--- config.mk ---
export PLATFORM = sky130hd
export DESIGN_NAME = audio_capture
export DESIGN_NICKNAME = d
export VERILOG_FILES = /design/src/rtl/audio_capture.sv
export SDC_FILE = /design/constraint.sdc
export NUM_CORES = 1
export LEC_CHECK = 0
export ABC_AREA = 1
export BUFFER_PORTS_ARGS = -buffer_cell sky130_fd_sc_hd__buf_2
export CORE_MARGIN = 10
export CORE_UTILIZATION = 45
export CTS_CLUSTER_SIZE = 10
export DETAILED_ROUTE_END_ITERATION = 8
export GPL_ROUTABILITY_DRIVEN = 0
export PLACE_DENSITY_LB_ADDON = 0.25
export SLEW_MARGIN = 15
export SYNTH_ARGS = -nofsm -noshare
export SYNTH_HDL_FRONTEND = slang
export SYNTH_SLANG_ARGS = --single-unit
--- constraint.sdc ---
create_clock -name ck -period 4.21 [get_ports ck]
set_input_delay 0.421 -clock ck [delete_from_list [all_inputs] [get_ports ck]]
set_output_delay 0.421 -clock ck [all_outputs]
set_load 0.01 [all_outputs]
--- src/rtl/audio_capture.sv ---
// audio_capture: four-line I2S receiver that writes 8-channel frames into a circular audio RAM.
// Latency: a word is latched 3 ck cycles after its last sck edge (t); writes occupy t+1..t+4 and frame_done pulses at t+5.
// Backpressure: none; a word that completes while a burst is running is dropped and flagged
// (AUDIO_CAPTURE_OVERRUN_EN defined) or restarts the burst with the new word (macro undefined).
module audio_capture #(
  parameter int BITS        = 16,
  parameter int FRAMES_LOG2 = 5
) (
  input  logic                     ck,
  input  logic                     rst,
  input  logic                     sck,
  input  logic                     ws,
  input  logic [3:0]               sd,
  input  logic                     enable,
  output logic [3+FRAMES_LOG2:0]   waddr,
  output logic [BITS-1:0]          wdata,
  output logic                     we,
  output logic [FRAMES_LOG2-1:0]   frame_ptr,
  output logic                     frame_done,
  output logic                     overrun
);

  localparam int CW = $clog2(BITS + 1);

  typedef enum logic [2:0] {
    IDLE   = 3'd0,
    WRITE0 = 3'd1,
    WRITE1 = 3'd2,
    WRITE2 = 3'd3,
    WRITE3 = 3'd4
  } state_t;

  // Synchroniser stages; sck gets a third flop so its rising edge can be detected.
  logic       sck_m, sck_s, sck_d;
  logic       ws_m, ws_s;
  logic [3:0] sd_m, sd_s;

  // Serial capture state.
  logic            ws_prev;
  logic [CW-1:0]   bit_cnt;
  logic [BITS-1:0] shift [4];
  logic [BITS-1:0] word_in [4];

  // Holding registers feeding the write burst.
  logic [BITS-1:0] hold [4];
  logic            side;

  state_t state, state_n;
  logic [1:0] k;
  logic       sck_rise, ws_chg, shift_en, latch, accept, advance;

  // Bring the asynchronous I2S pins into the ck domain.
  always_ff @(posedge ck) begin
    if (!rst) begin
      sck_m <= 1'b0;
      sck_s <= 1'b0;
      sck_d <= 1'b0;
      ws_m  <= 1'b0;
      ws_s  <= 1'b0;
      sd_m  <= 4'd0;
      sd_s  <= 4'd0;
    end else begin
      sck_m <= sck;
      sck_s <= sck_m;
      sck_d <= sck_s;
      ws_m  <= ws;
      ws_s  <= ws_m;
      sd_m  <= sd;
      sd_s  <= sd_m;
    end
  end

  // A ws transition restarts the bit count; the MSB arrives on the next sck edge.
  // bit_cnt parks at BITS so trailing slot bits and post-reset bits are ignored.
  always_comb begin
    sck_rise = sck_s & ~sck_d;
    ws_chg   = sck_rise && (ws_s != ws_prev);
    shift_en = sck_rise && !ws_chg && (bit_cnt < CW'(BITS));
    latch    = shift_en && (bit_cnt == CW'(BITS - 1));
    for (int i = 0; i < 4; i++) begin
      word_in[i] = (shift[i] << 1) | BITS'(sd_s[i]);
    end
  end

  // Shift the four data lines MSB-first on every counted sck rising edge.
  always_ff @(posedge ck) begin
    if (!rst) begin
      ws_prev <= 1'b0;
      bit_cnt <= CW'(BITS);
      for (int i = 0; i < 4; i++) shift[i] <= '0;
    end else if (sck_rise) begin
      ws_prev <= ws_s;
      if (ws_chg) begin
        bit_cnt <= '0;
      end else if (shift_en) begin
        bit_cnt <= bit_cnt + CW'(1);
        for (int i = 0; i < 4; i++) shift[i] <= word_in[i];
      end
    end
  end

  // Decide whether a completed word is taken into the holding registers.
`ifdef AUDIO_CAPTURE_OVERRUN_EN
  assign accept = latch && (state == IDLE) && enable;
`else
  assign accept = latch && ((state != IDLE) || enable);
`endif

  // Capture the completed word and its channel side for the write burst.
  always_ff @(posedge ck) begin
    if (!rst) begin
      side <= 1'b0;
      for (int i = 0; i < 4; i++) hold[i] <= '0;
    end else if (accept) begin
      side <= ws_s;
      for (int i = 0; i < 4; i++) hold[i] <= word_in[i];
    end
  end

  // Burst state register.
  always_ff @(posedge ck) begin
    if (!rst) state <= IDLE;
    else      state <= state_n;
  end

  // Next state and the write port; one line's sample per cycle, chan = 2*k + side.
  always_comb begin
    state_n = state;
    we      = 1'b0;
    k       = 2'd0;
    waddr   = '0;
    wdata   = '0;
    case (state)
      IDLE:    state_n = IDLE;
      WRITE0:  begin state_n = WRITE1; we = 1'b1; k = 2'd0; end
      WRITE1:  begin state_n = WRITE2; we = 1'b1; k = 2'd1; end
      WRITE2:  begin state_n = WRITE3; we = 1'b1; k = 2'd2; end
      WRITE3:  begin state_n = IDLE;   we = 1'b1; k = 2'd3; end
      default: state_n = IDLE;
    endcase
    if (accept) state_n = WRITE0;
    if (we) begin
      waddr = {1'b0, k, side, frame_ptr};
      wdata = hold[k];
    end
  end

  // The right-channel burst closes a frame.
  assign advance = (state == WRITE3) && side;

  // Frame pointer, frame_done pulse one cycle after the last write of a frame.
  always_ff @(posedge ck) begin
    if (!rst) begin
      frame_ptr  <= '0;
      frame_done <= 1'b0;
    end else begin
      frame_done <= advance;
      if (advance) frame_ptr <= frame_ptr + FRAMES_LOG2'(1);
    end
  end

`ifdef AUDIO_CAPTURE_OVERRUN_EN
  // Sticky flag for words that completed while a burst was still running.
  always_ff @(posedge ck) begin
    if (!rst)                        overrun <= 1'b0;
    else if (latch && state != IDLE) overrun <= 1'b1;
  end
`else
  assign overrun = 1'b0;
`endif

endmodule

==> Word-level counts from Yosys, hierarchy flattened <==
Memories as Yosys holds them, arrays and structs flattened.
Cells that the tools add are included.
{ "word_totals": {"ff_bits": 29, "n_memories": 2, "in_bits": 9, "ramBits": 128, "romBits": 0, "output_inout_bits": 33, "elab_cells": 78, "latchBits": 0} }
{ "classes": {"div_mod_pow": 0, "eq_ne": 6, "order_cmp": 1, "multipliers": 0, "add_sub_neg": 2, "n_shift": 0, "n_reduce_logical": 13, "bitwise": 15, "mux": 25} }
{ "memory_table": {"columns": ["name", "depth", "word_bits", "rd", "rd_ports_with_merged_regs", "wr", "line", "text"], "rows": [
  ["hold", 4, 16, 1, 0, 4, "45", "logic [BITS-1:0] hold [4];"],
  ["shift", 4, 16, 4, 0, 4, "41", "logic [BITS-1:0] shift [4];"]
]} }
{ "op_table": {"columns": ["cell", "count"], "rows": [
  ["$mux 16", 9],
  ["$or 16x1->16", 4],
  ["$mux 1", 11],
  ["$add 5x1->5 const B", 2],
  ["$mux 5", 2],
  ["$pmux 3 s3", 1],
  ["$mux 8", 1],
  ["$or 1x1->1", 8],
  ["$eq 3x2->1 const B", 2],
  ["$logic_and 1x1->1", 6],
  ["$pmux 2 s3", 1],
  ["$eq 5x4->1 const B", 1],
  ["$lt 5x5->1 const B", 1],
  ["$reduce_or 4->1", 1],
  ["$eq 3x1->1 const B", 1],
  ["$eq 3x3->1 const B", 1],
  ["$reduce_bool 3->1", 1],
  ["$not 1->1", 2],
  ["$reduce_and 2->1", 1],
  ["$reduce_bool 2->1", 1],
  ["$reduce_or 2->1", 1],
  ["$and 1x1->1", 1],
  ["$logic_not 1->1", 1],
  ["$logic_or 1x1->1", 1],
  ["$ne 1x1->1", 1]
]} }

==> Logic depth before layout (Yosys ltp) <==
{ "logic_depth": {"depth_word": 12, "ltp_mapped": 9, "depth_no_buf": 8} }

==> Worst setup path after synthesis <==
OpenSTA, ideal clock, no wires.
{ "synth_path": {"path_kind": "reg-to-reg", "from": "register bit_cnt[0]", "to": "memory hold[0][0], enable pin", "setup_time_ps": 425, "period_less_slack_ps": 2772, "setup_slack_ps": 1438, "stages_incl_launch_ff": 6, "t_arrival_ps": 2347, "cell_sequence": "dfxtp_1 ha_1 and3_1 ha_1 nand4_1 nand2_1"} }
{ "synth_lines": {"columns": ["element", "line", "text"], "rows": [
  ["from (decl)", "40", "logic [CW-1:0] bit_cnt;"],
  ["from (signal assigned)", "89", "bit_cnt <= CW'(BITS);"],
  ["from (signal assigned)", "96", "bit_cnt <= bit_cnt + CW'(1);"],
  ["to (decl)", "45", null]
]} }

==> Worst setup path in the final report <==
{ "layout_path": {"from": "register state[2]", "to": "output wdata[0]"} }
{ "layout_between": {"elab_chain_len": 4, "elab_cells_between_ends": 9, "classes_between": "eq/ne: 4; mux: 3; reduce/logical: 1; memory: 1"} }
{ "layout_lines": {"columns": ["element", "line", "text"], "rows": [
  ["from (decl)", "48", "state_t state, state_n;"],
  ["from (signal assigned)", "123", "else state <= state_n;"],
  ["$eq 3x3->1 (tied with other cells)", "133", "case (state)"],
  ["$pmux 2 s3 / $reduce_or 4->1 (equally long branches)", null, null],
  ["$mem_v2 4x16 / $mux 1 (equally long branches)", null, null],
  ["$mux 16 *", "142", "if (we) begin"],
  ["to (decl)", "16", "output logic [BITS-1:0] wdata,"]
]} }
Every way passes the cells marked *; elsewhere a longest branch is shown, timed or not.

==> impl_metrics.json <==
{
  "fin_crit_sh_pct": 70.3,
  "vdd_drop_max_uv": 285,
  "grt_pass1_wl_um": 20800,
  "vias": 4178,
  "yosys_warnings": 0,
  "power_frac_clock_pct": 44.9,
  "finalHoldViolCount": 0,
  "rsz0062_at_grt": "no",
  "antenna_found_initial": 0,
  "power.density_nw_per_um2": 423,
  "drv_slew": 0,
  "ant_nets": 0,
  "crit_arrival_ns": 2.54,
  "hold_ws_ns": 0.183,
  "area_delta_synth_final_pct": 12.4,
  "final_cell_count_no_fill": 874,
  "yosysTopAreaCellShare_pct": 54.4,
  "p_seq_share_pct": 52.4,
  "power.net_switching_w": 0.000643,
  "synth_common_cells": "inv_1, edfxtp_1, nor2_1",
  "wl_um": 12500,
  "clockBufferDepth": 2,
  "cts.repair.resized": 0,
  "fin_setup_tns_ns": 0,
  "coreArea_sq_um": 15000,
  "cts_hold_buf": 0,
  "fmaxAchievable_ghz": 0.338,
  "grt_usage_pct": 13.1,
  "worstHoldPathType": "in2reg",
  "fin_skew_ns": 0.0111,
  "die_x_um": 143,
  "post_cts_buffers": 0,
  "cts_buffers": 17,
  "critical_path_class": "reg2out",
  "place_inst": 842,
  "routed_via_density": 4.78,
  "setup_viol": 0,
  "drtPass1Iterations": 5,
  "ys_seq_elements": 153,
  "grt_max_degree": 66,
  "ys.flop_type": "edfxtp_1",
  "cp-start-kind": "flop",
  "die_y_um": 143,
  "synth_area_sq_um": 6840,
  "io_pins": 42,
  "rows": 45,
  "fin_nets": 685,
  "yosys.area.top_type": "edfxtp_1",
  "clk_transition_reported_paths_ns": 0.06,
  "yosys.cell_count.top_type": "inv_1",
  "status": "finished clean",
  "cts_tree": "done",
  "internal_power_w": 0.00261,
  "async_flop_share_pct": 0,
  "htree_num_levels": 4,
  "synth-edff-count": 124,
  "worst_ep_required_time_ns": 3.79,
  "layout_min_cycle_time_ns": 2.96,
  "design.die.area_sq_um": 20500,
  "crit_fanout": 26,
  "drive_gt1_share_pct": 19.2,
  "wl_per_cell_um": 14.3,
  "cts.sinks": 153,
  "grt_overflow": 0,
  "dp_hpwl_um": 8170,
  "insertion_delay_ns": 0.42,
  "synth.distinct_cells": 27,
  "io_buffers": 39,
  "critPathCaptureType": "primary output",
  "cts-root-buf": "clkbuf_16",
  "power_frac_comb_pct": 2.7,
  "relSlewSlack_pct": 23.7,
  "drcViolationCount": 0,
  "n_antenna_cell": 0,
  "switching_share_pct": 19.8,
  "ys_top_cells_by_area": "edfxtp_1, dfxtp_1, nor2_4",
  "drtIter0Drc": 342,
  "postSynthAreaPerCell_sq_um": 10.7,
  "ys_seq_area_share_pct": 62.9,
  "num-fill-cells": 1340,
  "initial_core_util_pct": 45.5,
  "synthCells": 637,
  "drv_cap": 0,
  "grt_pass1_vias": 4244,
  "p_leak_nw": 3.22,
  "tightestPinTransition_ns": 1.14
}
==> registers in the layout (all words and copies together), names as in the netlist, 3 cells and up <==
register and count:
frame_ptr 5, hold 64, sd_s 4, bit_cnt 5, state 3, shift 60
sd_m 4
==> critical path, stage by stage, from the launching register on <==
cell	delay, ns
dfxtp_1	0.34
inv_1	0.13
nand3_2	0.43
nand2_2	0.50
inv_1	0.23
o21ai_0	0.22
nand2_1	0.11
buf_2	0.16
==> metrics by stage <==
step                      total power, W  utilization (%)  setup WS, ns  instance area (sq um)
after global routing             0.00338             51.1         0.962                   7680
after global placement           0.00182             47.2          1.74                   7100
after detailed placement         0.00183             47.2          1.67                   7100
after CTS                        0.00329             51.1          1.20                   7680
final                            0.00325             51.1          1.25                   7680
after floorplan                  0.00180                -          1.44                   6840
==> power by group through the flow <==
stage,Sequential [W],Clock (W),Combinational (W)
floorplan,0.00173,0,0.0000656
global placement,0.00173,0,0.0000884
detailed placement,0.00174,0,0.0000902
CTS,0.00170,0.00149,0.0000907
global route,0.00171,0.00157,0.000100
finish,0.00170,0.00146,0.0000884
==> logic make-up after synthesis <==
group	synth area share [%]
AND/OR/NAND/NOR	20.7
AO/OA/AOI/OAI	4.43
buffers and inverters	10.7
XOR/XNOR	0.622
adder cells (fa/ha/maj)	0.549
other	0.0548
flip-flops	62.9
==> per-layer routing <==
layer / vias up / wire, um / global-route usage [%] / share of wire [%]
met4: 0 / 138 / 5.43 / 1.1
met2: 100 / 5950 / 20.5 / 47
met3: 9 / 682 / 4.09 / 5.4
li1: 2069 / - / - / -
met1: 2000 / 5760 / 16.5 / 46
met5: - / 0 / 0 / 0
==> path summary, 6_finish.rpt <==
path | startpoint | to | slack (ns) | cells after the start
worst max-delay path | state[2] | wdata[0] | 1.25 | 7
worst max register to register | bit_cnt[0] | hold[3][5] | 1.69 | 6
worst min-delay path | sd[0] | sd_m[0] | 0.18 | 3
worst min register to register | sck_m | sck_s | 0.41 | 2
==> cells in the final DEF, fill, tap and decap left out, types with 6 or more instances in the layout <==
cell type,netlist,routed
edfxtp_1,124,124
nor2_4,51,51
nand3b_1,8,8
a21oi_1,12,12
nor2_1,96,96
nand3_1,23,23
o21ai_0,47,47
dfxtp_1,29,29
clkbuf_16,0,20
buf_2,12,39
nand2_1,63,61
clkinv_2,0,6
inv_1,138,138
nand2_2,5,6
==> area by class of cell <==
class                           instances  area [sq um]  share of cell area, %
Inverter                              138           518                   6.74
Timing Repair Buffer                   42           218                   2.83
Multi-Input combinational cell        321          1830                   23.8
Sequential cell                       153          4300                   56.0
Clock buffer                           26           553                   7.20
Clock inverter                          6          30.0                  0.391
Tap cell                              188           235                   3.06
Note: power is estimated with default switching activity, not from simulation.
